<file path="config.mk">
export PLATFORM = sky130hd
export DESIGN_NAME = mem_addr_sequencer
export DESIGN_NICKNAME = d
export VERILOG_FILES = /design/src/rtl/mem_addr_sequencer.sv
export SDC_FILE = /design/constraint.sdc
export NUM_CORES = 1
export LEC_CHECK = 0
export ABC_AREA = 0
export CAP_MARGIN = 15
export CORE_ASPECT_RATIO = 0.6
export CORE_MARGIN = 3
export CORE_UTILIZATION = 36
export CTS_CLUSTER_DIAMETER = 150
export DETAILED_ROUTE_END_ITERATION = 10
export GPL_ROUTABILITY_DRIVEN = 1
export HOLD_SLACK_MARGIN = 0.08
export PLACE_DENSITY_LB_ADDON = 0.25
export REMOVE_ABC_BUFFERS = 1
export SYNTH_ARGS = -nofsm -noshare
export SYNTH_HDL_FRONTEND = slang
export SYNTH_SLANG_ARGS = --single-unit
export TNS_END_PERCENT = 100
</file>
<file path="constraint.sdc">
create_clock -name clk_i -period 5.13 [get_ports clk_i]
set_clock_uncertainty 0.2 [all_clocks]
set_input_delay 1.026 -clock clk_i [delete_from_list [all_inputs] [get_ports clk_i]]
set_output_delay 1.026 -clock clk_i [all_outputs]
set_load 0.1 [all_outputs]
</file>
<file path="src/rtl/mem_addr_sequencer.sv">
// mem_addr_sequencer: registered memory-address source for the multicycle
// datapath, with an exception vector fetch that takes over the memory port.
//
// Normal mode (IDLE): addr_o follows src[sel_i] one edge later (0 when
// sel_i >= N_SRC). A valid exception request presents VEC_BASE+code on
// addr_o, pulses mem_rd_o for one cycle, waits MEM_LAT edges and captures
// mem_data_i[7:0] (zero-extended) into vec_target_o with a vec_valid_o pulse.
// Requests arriving while busy, or carrying an out-of-range code, are
// rejected with a one-cycle exc_drop_o pulse.
//
// Ports:
//   clk_i         clock, rising edge
//   reset_i       synchronous active-high reset
//   src_bus_i     N_SRC packed address sources, src[i] = [i*DATA_W +: DATA_W]
//   sel_i         normal-mode source select
//   exc_req_i     exception request
//   exc_code_i    exception code, valid with exc_req_i
//   mem_data_i    memory read data (only [7:0] used)
//   addr_o        registered memory address
//   mem_rd_o      one-cycle read strobe for the vector fetch
//   busy_o        exception sequence in progress
//   vec_target_o  captured vector byte, zero-extended
//   vec_valid_o   one-cycle pulse when vec_target_o updates
//   exc_drop_o    one-cycle pulse per rejected request
module mem_addr_sequencer #(
  parameter int DATA_W   = 32,
  parameter int N_SRC    = 4,
  parameter int N_EXC    = 3,
  parameter int VEC_BASE = 253,
  parameter int MEM_LAT  = 1,
  localparam int SEL_W   = (N_SRC > 1) ? $clog2(N_SRC) : 1,
  localparam int CODE_W  = (N_EXC > 1) ? $clog2(N_EXC) : 1
) (
  input  logic                    clk_i,
  input  logic                    reset_i,
  input  logic [N_SRC*DATA_W-1:0] src_bus_i,
  input  logic [SEL_W-1:0]        sel_i,
  input  logic                    exc_req_i,
  input  logic [CODE_W-1:0]       exc_code_i,
  input  logic [DATA_W-1:0]       mem_data_i,
  output logic [DATA_W-1:0]       addr_o,
  output logic                    mem_rd_o,
  output logic                    busy_o,
  output logic [DATA_W-1:0]       vec_target_o,
  output logic                    vec_valid_o,
  output logic                    exc_drop_o
);

  localparam int CNT_W = (MEM_LAT > 1) ? $clog2(MEM_LAT) : 1;

  typedef enum logic [1:0] {
    IDLE  = 2'd0,
    FETCH = 2'd1,
    WAIT  = 2'd2
  } state_t;

  state_t              state_q, state_d;
  logic [CNT_W-1:0]    cnt_q, cnt_d;
  logic [DATA_W-1:0]   addr_q, addr_d;
  logic                mem_rd_q, mem_rd_d;
  logic                busy_q, busy_d;
  logic [DATA_W-1:0]   vec_target_q, vec_target_d;
  logic                vec_valid_q, vec_valid_d;
  logic                exc_drop_q, exc_drop_d;

  // Unpack the flat source bus into an indexable array.
  logic [DATA_W-1:0] src_arr [N_SRC];
  for (genvar i = 0; i < N_SRC; i++) begin : g_src
    assign src_arr[i] = src_bus_i[i*DATA_W +: DATA_W];
  end

  logic              sel_ok, code_ok;
  logic [DATA_W-1:0] src_addr, vec_addr;

  assign sel_ok   = 32'(sel_i) < N_SRC;
  assign code_ok  = 32'(exc_code_i) < N_EXC;
  assign src_addr = sel_ok ? src_arr[sel_i] : '0;
  // Sum is taken in DATA_W bits so it wraps rather than widening.
  assign vec_addr = DATA_W'(VEC_BASE) + DATA_W'(exc_code_i);

  always_comb begin
    state_d      = state_q;
    cnt_d        = cnt_q;
    addr_d       = addr_q;
    mem_rd_d     = 1'b0;
    busy_d       = busy_q;
    vec_target_d = vec_target_q;
    vec_valid_d  = 1'b0;
    exc_drop_d   = 1'b0;
    unique case (state_q)
      IDLE: begin
        busy_d = 1'b0;
        addr_d = src_addr;
        if (exc_req_i) begin
          if (code_ok) begin
            // Exception takes the port ahead of the normal source update.
            addr_d   = vec_addr;
            mem_rd_d = 1'b1;
            busy_d   = 1'b1;
            state_d  = FETCH;
          end else begin
            exc_drop_d = 1'b1;
          end
        end
      end
      FETCH: begin
        exc_drop_d = exc_req_i;
        cnt_d      = CNT_W'(MEM_LAT - 1);
        state_d    = WAIT;
      end
      WAIT: begin
        exc_drop_d = exc_req_i;
        if (cnt_q != '0) begin
          cnt_d = cnt_q - 1'b1;
        end else begin
          vec_target_d = {{(DATA_W-8){1'b0}}, mem_data_i[7:0]};
          vec_valid_d  = 1'b1;
          busy_d       = 1'b0;
          state_d      = IDLE;
        end
      end
      default: begin
        busy_d  = 1'b0;
        state_d = IDLE;
      end
    endcase
  end

  always_ff @(posedge clk_i) begin
    if (reset_i) begin
      state_q      <= IDLE;
      cnt_q        <= '0;
      addr_q       <= '0;
      mem_rd_q     <= 1'b0;
      busy_q       <= 1'b0;
      vec_target_q <= '0;
      vec_valid_q  <= 1'b0;
      exc_drop_q   <= 1'b0;
    end else begin
      state_q      <= state_d;
      cnt_q        <= cnt_d;
      addr_q       <= addr_d;
      mem_rd_q     <= mem_rd_d;
      busy_q       <= busy_d;
      vec_target_q <= vec_target_d;
      vec_valid_q  <= vec_valid_d;
      exc_drop_q   <= exc_drop_d;
    end
  end

  assign addr_o       = addr_q;
  assign mem_rd_o     = mem_rd_q;
  assign busy_o       = busy_q;
  assign vec_target_o = vec_target_q;
  assign vec_valid_o  = vec_valid_q;
  assign exc_drop_o   = exc_drop_q;

endmodule

</file>
; Word level (Yosys, flattened, before mapping)
; Cells that the tools add are included.
[classes]
addsub = 2
n_lt_le_gt_ge = 2
n_eq_ne = 5
n_mux = 19
bitwise = 5
n_reduce_logical = 8
[op_table]
columns = op, n
row1 = 2-to-1 mux 32 bit, 4
row2 = binary-select mux 32 bit (select 2 bit), 1
row3 = adder 8 x 2 -> 9 bit (first input constant), 1
row4 = 2-to-1 mux 1 bit, 7
row5 = 2-to-1 mux 2 bit, 3
row6 = inequality test 2 bit (second input constant), 3
row7 = one-hot mux 2 bit (3 select lines), 1
row8 = OR reduction 2 bit, 3
row9 = inverter 1 bit, 4
row10 = one-hot mux 1 bit (2 select lines), 2
row11 = AND reduction 2 bit, 2
row12 = >= comparator 3 bit (second input constant), 1
row13 = inverter 2 -> 3 bit, 1
row14 = one-hot mux 1 bit (3 select lines), 1
row15 = AND reduction 3 bit, 1
row16 = == test 2 x 1 -> 1 bit (second input constant), 1
row17 = == test 2 bit (second input constant), 1
row18 = zero test 2 bit, 1
row19 = less-than comparator 2 bit (second input constant), 1
row20 = nonzero test 2 bit, 1
row21 = subtractor 1 bit (second input constant), 1
[totals]
reg_bits = 47
inputBits = 167
elab_cells = 49

; Logic depth before layout (Yosys ltp)
; Gate-level depths: netlist (run 1).
[logic_depth]
word_depth = 6
mapped_depth = 6
depth_no_buf = 5

; Worst setup path after synthesis (run 1)
; No wires, ideal clock.
[synth_path]
path_type = input -> register
startpoint = input sel_i[0]
endpoint = register addr_q[19] (netlist: addr_o[19])
arrival_ps = 2035
slack_ps = 2767
stages = 5
cell_sequence = buf_6 -> buf_6 -> mux4_1 -> a31oi_1 -> nor2_1
[synth_via]
elab_chain_len = 6
[synth_lines]
columns = item, line
row1 = start: declaration, 37  ; input logic [SEL_W-1:0] sel_i,
row2 = inverter 2 -> 3 bit (not written as such) (*), 77  ; assign src_addr = sel_ok ? src_arr[sel_i] : '0;
row3 = binary-select mux 32 bit (select 2 bit) (*), 77
row4 = 2-to-1 mux 32 bit (not written as such) (*) (2 in a row), 77
row5 = 2-to-1 mux 32 bit, 95  ; if (code_ok) begin
row6 = 2-to-1 mux 32 bit (*), 94  ; if (exc_req_i) begin
row7 = end signal: assignment, 142  ; addr_q <= addr_d;
row8 = end: declaration, 59  ; logic [DATA_W-1:0] addr_q, addr_d;
; Every way passes the cells marked *; elsewhere a longest branch is shown, timed or not. The select of a mux whose other input is x is not followed.
; A chain may end at the register's enable or synchronous reset.

; Worst setup path after layout (run 1)
[layout_path]
startpoint = register addr_q[18] (netlist: addr_o[18])
endpoint = output addr_o[18]
[layout_lines]
columns = item, line
row1 = end: declaration, 41  ; output logic [DATA_W-1:0] addr_o,
; No word-level cell between the ends.

==> metrics.md, run 1 <==
| Metric | Value |
|---|---|
| Status | complete, no violations |
| # rows | 24 |
| Initial DRC count | 139 |
| Total Routing Usage GR | 0.183 |
| Setup violations, final | 0 |
| Synth top cells by count | dfxtp_1 (46), nor2_1 (40), nor2b_1 (26) |
| Cell Count, Final, Fillers Out | about 550 |
| Dominant synthesized flop cell | dfxtp_1 |
| Slowest CP cell | clkdlybuf4s50_1 |
| DR vias | 2663 |
| Synth cell types | 29 |
| Max rail drop VDD | 0.145 mV |
| Slowest Stage Delay on Critical Path | between 1 and 1.5 ns |
| Max-Cap Viols | 0 |
| Slew @ Worst Pin | 1.12 ns |
| Final core utilization | 0.642 |
| PD cells | approximately 320 nW/µm² |
| Peak fanout along the critical path | 3 |
| Post-CTS Setup Bufs | 0 |
| Largest net degree at the start of global routing | 63 |
| Hpwl dp | 6.84 mm |
| CP top delay family | buffers and inverters |
| DRC violations left | 0 |
| Critical Path Start Type | flop |
| CTS Hold Buffers Added | 0 |
| Clock sink total | between 40 and 50 |
| Hold Crit Class | reg2reg |
| Final hold vios | 0 |
| Routed wl met3 | 1.09 mm |
| ANT nets after route | 0 |
| WL met2 | 4.36 mm |
| GRT overflow | 0 |
| Die H | between 70 and 80 µm |
| Tcrit/Tclk final | 0.589 |
| Top Metal Used | met4 |
| Num ports | 235 |
| Max clock buf depth | 2 |
| First-pass detailed-route iteration total | 4 |
| Count leader, synth | dfxtp_1 |
| WP data required | 3.90 ns |
| CTS tree | done |
| Synth async-reset ratio | 0 |
| F_max | 0.331 GHz |
| Largest cells by area after synthesis | dfxtp_1 (32%), mux4_1 (22%), buf_4 (6.2%) |
| Dpl ws | 1.68 ns |
| DP Area | 4660 µm² |
| Post-Syn Area per Cell | 10.6 µm² |
| Setup WS post-layout | 2.11 ns |
| Routed vias/inst | 4.86 |
| Layout overhead on the synthesized area | 66.7% |
| Die width | 122 µm |
| Avg WL per Cell | 16.3 µm |
| Sequential area share after synthesis | 0.317 |
| Cell Area, Synth | 2900 µm² |
| Core Box Area | 7540 µm² |
| H-tree level count | 2 |
| Root Driver | clkbuf_16 |
| Diode count | 0 |
| CP Cell Sequence | clkdlybuf4s50_1 |
| Antenna violations before repair | 0 |
| Minimum clock period after layout | just over 3 ns |
| Fin nets | 618 |
| GP Congestion | 0.746 |
| Final WL | 8.92 mm |
| Post-synth top area share | 0.317 |
| CP arrival | between 1.5 and 2 ns |
| Vias in the first global route | 2614 |
| Area leader, netlist | dfxtp_1 |
| Die ar. | roughly 9200 µm² |
| Starting Density | 0.385 |
| CTS buffer count | 5 |
| Synth Instances | 273 |
| First-pass GRT wire length | about 13 mm |
| Rel. slew slack | 0.252 |
| RSZ-0062 raised after global routing | false |
| Buf+Inv Stages, Crit Path | 1 |
| Port Buffers | 186 |
| Routed metal-1 wirelength | 3.46 mm |
| CTS resizes | 0 |
| Type of element capturing the critical path | primary output |
| Critical path class | reg2out |
| Max-slew violations | 0 |
| Clk Latency, worst-skew pair | 0.28 ns |
| Synthesized flop and latch total | 46 |
| Post-synth EDFFs | 0 |
| Layout cell share with drive strength beyond 1 | 0.0450 |
| Total negative setup slack | 0 ns |
| Leakage | roughly 1.9 nW |
| Clk slew on worst S/H paths | around 0.06 ns |
| Ys Warns | 0 |
| Final instance area | 4840 µm² |
| Post-placement cell count | 539 |
==> tightest hold or removal path, delay by kind of cell (launching register included) <==
kind             cells  cell delay, ns
flip-flops           1            0.31
AND/OR/NAND/NOR      1            0.05
AO/OA/AOI/OAI        1            0.05
==> per-layer routing <==
| layer | up-vias | global-route usage |
|---|---|---|
| met4 | 0 | 0.0261 |
| met1 | 1228 | 0.211 |
| li1 | 1304 | - |
| met5 | - | 0 |
| met3 | 2 | 0.0705 |
| met2 | 129 | 0.336 |
==> power by group <==
group | switching (W) | internal [W]
Combinational | 0.000532 | 0.000256
Clock | 0.000127 | 0.000193
Sequential | 0.0000234 | 0.000402
==> cells in the final DEF, fill, tap and decap left out <==
cell type        Yosys  layout
clkdlybuf4s50_1      0     184
dfxtp_1             46      46
nor2_1              40      40
nor2b_1             26      26
mux4_1              24      24
conb_1               1      24
a31oi_1             23      23
nor3_1              13      13
mux2i_1             11      11
ha_1                 8       7
a21oi_1              6       6
mux4_2               6       6
clkbuf_16            0       5
nand3_1              3       3
inv_1                2       2
nand2_1              2       2
nand3b_1             2       2
mux2_2               2       2
or3_1                2       2
a311oi_1             2       2
o21ai_0              2       2
buf_2                6       2
clkinv_1             1       1
nand2b_1             1       1
nor4b_1              1       1
o21a_1               1       1
ha_2                 0       1
clkbuf_8             0       1
clkbuf_1             9       1
clkinv_2             0       1
buf_16               0       1
buf_4               24       1
==> cells by family after synthesis <==
group,after synthesis,synth area share
buffers and inverters,51,0.113
DFF,46,0.317
muxes,43,0.309
other,1,0.00129
adders and majority gates,8,0.0345
and+or+nand+nor,90,0.153
AOI/OAI and AO/OA,34,0.0720
==> flip-flops by register name, summed over array words and instances (netlist names) <==
name / count
addr_o: 32
vec_target_o: 8
state_q: 2
busy_o: 1
exc_drop_o: 1
mem_rd_o: 1
vec_valid_o: 1
==> path summary, 6_finish.rpt <==
path,from,endpoint,slack [ns],cells past startpoint
max reg2reg,state_q[1],addr_o[1],2.37,5
min reg2reg,busy_o,busy_o,0.25,2
min,busy_o,busy_o,0.25,2
max,addr_o[18],addr_o[18],2.11,1
==> final cells by class <==
| type | count | area [µm²] |
|---|---|---|
| fill | 626 | 2700 |
| timing repair buffer | 188 | 1890 |
| multi-input combinational | 199 | 1740 |
| sequential | 46 | 921 |
| clock buffer | 7 | 143 |
| tap | 104 | 130 |
| inverter | 3 | 11.3 |
| clock inverter | 1 | 5.00 |
==> stage by stage <==
stage / total power [W] / hold slack (ns)
2_1_floorplan: 0.000970 / 0.286
3_3_place_gp: 0.00121 / 0.239
3_5_place_dp: 0.00122 / 0.243
4_1_cts: 0.00154 / 0.252
5_1_grt: 0.00161 / 0.302
6_report: 0.00153 / 0.249
Note: power is estimated with default switching activity, not from simulation.
==> inputs of run 2 (changes only) <==
--- a/config.mk
+++ b/config.mk
@@ -9,7 +9,7 @@
 export CAP_MARGIN = 15
 export CORE_ASPECT_RATIO = 0.6
 export CORE_MARGIN = 3
-export CORE_UTILIZATION = 36
+export CORE_UTILIZATION = 33
 export CTS_CLUSTER_DIAMETER = 150
 export DETAILED_ROUTE_END_ITERATION = 10
 export GPL_ROUTABILITY_DRIVEN = 1
==> constraint.sdc (replaced) <==
create_clock -name clk_i -period 3.15 [get_ports clk_i]
set_clock_uncertainty 0.2 [all_clocks]
set_input_delay 0.63 -clock clk_i [delete_from_list [all_inputs] [get_ports clk_i]]
set_output_delay 0.63 -clock clk_i [all_outputs]
set_load 0.1 [all_outputs]
==> run 2 against run 1 <==
Net effect:
- sequential power is 63% higher
- total power is 66% higher
- design area is 1.7% lower
- first-iteration DRC count is 8.6% lower
- via count is 1.2% higher
==> metrics.md, run 2 (synthesized netlist as in run 1, its figures left out) <==
| Metric | Value |
|---|---|
| Sw Share | 0.441 (-0.00367) |
| Initial DRC count | 127 (-8.6%) |
| Critical Path Start Type | primary input |
| Hpwl dp | 6.92 mm (+1.2%) |
| Total Routing Usage GR | 0.176 (-0.00685) |
| GRT overflow | 0 (unchanged) |
| Clock sink total | 46 (unchanged) |
| Layout cell share with drive strength beyond 1 | 0.150 (+0.105) |
| Avg WL per Cell | 16.4 µm (+0.96%) |
| Hold endpoint | busy_o |
| Combinational share of power | 0.496 (-0.018) |
| Port Buffers | 186 (unchanged) |
| Die width | 127 µm (+4.2%) |
| Final hold vios | 0 (unchanged) |
| GR peak layer | met2 |
| Critical path class | in2reg |
| Hold Slack | 0.265 ns (+0.0160 ns) |
| WP data required | 3.15 ns (-0.75 ns) |
| CTS resizes | 0 (unchanged) |
| First-pass GRT wire length | 13.9 mm (+6.4%) |
| Type of element capturing the critical path | flop |
| Most frequent cells in the layout | clkdlybuf4s50_1 (140), buf_4 (47), dfxtp_1 (46) |
| Post-CTS Setup Bufs | 0 (unchanged) |
| Hold path startpoint | busy_o |
| Max-slew violations | 0 (unchanged) |
| CTS buffer count | 5 (unchanged) |
| Starting Density | 0.354 (-0.0309) |
| RSZ-0062 raised after global routing | false |
| Pint | 0.00142 W (+67%) |
| # rows | 25 (+4.2%) |
| Slew @ Worst Pin | 0.888 ns (-0.233 ns) |
| Clk slew on worst S/H paths | 0.06 ns (about the same) |
| Largest register FFs | 32 (unchanged) |
| FF/Latch Area | 921 µm² (unchanged) |
| Final instance area | 4760 µm² (-1.7%) |
| Setup violations, final | 0 (unchanged) |
| Clock power share | 0.231 (+0.022) |
| Minimum clock period after layout | 2.33 ns |
| H-tree level count | 2 (unchanged) |
| Met1 Use GR | 0.220 (+0.00885) |
| Die ar. | 9990 µm² (+8.5%) |
| Register share of total power | 0.273 (-0.004) |
| Tcrit/Tclk final | 0.741 |
| Largest net degree at the start of global routing | 62 (-1.6%) |
| Fin nets | 620 (+0.32%) |
| Die H | 78.7 µm (+4.1%) |
| Clk Latency, worst-skew pair | 0.28 ns (about the same) |
| Multi-input gate area | 1740 µm² (unchanged) |
| Max rail drop VDD | 0.259 mV (+78%) |
| Fill cells | 729 (+16%) |
| Worst hold path stage count | 2 (unchanged) |
| Diode count | 0 (unchanged) |
| Met2 Resource Use GR | 0.299 (-0.0371) |
| Layout overhead on the synthesized area | 64.0% |
| PD cells | 533 nW/µm² (+68%) |
| DRC violations left | 0 (unchanged) |
| Core Box Area | 8200 µm² (+8.7%) |
| Vias in the first global route | 2613 (-0.038%) |
| Commonest non-fill, non-tap cell in the layout | clkdlybuf4s50_1 |
| Reg2reg end | addr_o[18] |
| Hold Crit Class | reg2reg |
| Routed vias/inst | 4.86 (about the same) |
| Root Driver | clkbuf_16 |
| DR vias | 2694 (+1.2%) |
| Critical R2R Launch | state_q[0] |
| Flop-to-flop setup slack | 1.26 ns (-1.11 ns) |
| F_max | 0.428 GHz |
| Cell depth of the worst flop-to-flop path | 5 (unchanged) |
| First-pass detailed-route iteration total | 4 (unchanged) |
| CP arrival | 2.33 ns (+0.53 ns) |
| ANT nets after route | 0 (unchanged) |
| DP Area | 4590 µm² (-1.5%) |
| Leakage | 1.94 nW (+5.0%) |
| NetSw | 0.00112 W (+64%) |
| CTS tree | done |
| Final WL | 9.11 mm (+2.1%) |
| Antenna violations before repair | 0 (unchanged) |
| CTS Hold Buffers Added | 0 (unchanged) |
| Status | complete, no violations |
| Peak fanout along the critical path | 21 (+18) |
| Rel. slew slack | 0.408 (+0.155) |
| Total negative setup slack | 0 ns (unchanged) |
| Num ports | 235 (unchanged) |
| Max clock buf depth | 2 (unchanged) |
| Max-Cap Viols | 0 (unchanged) |
| GP Congestion | 0.821 (+9.9%) |
| M3 GR Usage | 0.0632 (-0.00725) |
-- run 2: metrics by stage --
| step | util | power (W) | worst slack, ns | cells |
|---|---|---|---|---|
| 4_1_cts | 0.581 | 0.00257 | 0.799 | 554 |
| 2_1_floorplan | - | 0.00158 | 0.391 | 248 |
| 3_3_place_gp | 0.561 | 0.00195 | 0.580 | 546 |
| 3_5_place_dp | 0.561 | 0.00197 | 0.502 | 546 |
| 6_report | 0.581 | 0.00254 | 0.815 | 554 |
| 5_1_grt | 0.581 | 0.00267 | 0.705 | 554 |
-- run 2: critical path: stages --
cell and delay, ns:
clkdlybuf4s50_1 0.51, ha_1 0.20, nand2b_1 0.34, buf_4 0.35
mux2i_1 0.14, nor3_1 0.15
-- run 2: layout make-up --
class,count,share of cell area
clock buffer,5,0.0263
sequential,46,0.193
tap,108,0.0284
clock inverter,3,0.00841
timing repair buffer,190,0.375
inverter,3,0.00237
multi-input combinational,199,0.366
-- run 2: worst max-delay path by stage --
stage	slack, ns	from	depth (start not counted)	endpoint
after detailed placement	0.50	exc_code_i[0]	6	addr_o[18]
after CTS	0.80	exc_code_i[0]	6	addr_o[18]
after global routing	0.70	exc_code_i[0]	6	addr_o[18]
after floorplan	0.39	state_q[0]	5	state_q[0]
after global placement	0.58	exc_code_i[0]	6	addr_o[18]
final	0.82	exc_code_i[0]	6	addr_o[18]
-- run 2: power groups by stage --
| stage | registers [W] | clock network [W] | logic [W] |
|---|---|---|---|
| floorplan | 0.00118 | 0 | 0.000397 |
| global placement | 0.000701 | 0 | 0.00125 |
| finish | 0.000693 | 0.000587 | 0.00126 |
| global route | 0.000700 | 0.000642 | 0.00133 |
| detailed placement | 0.000704 | 0 | 0.00126 |
| CTS | 0.000693 | 0.000608 | 0.00127 |
-- run 2: per-layer routing --
metal  vias to the layer above  share of wire
met3                         2           0.11
met2                       126           0.48
met1                      1260           0.41
li1                       1306              -
met4                         0         0.0022
met5                         -              0
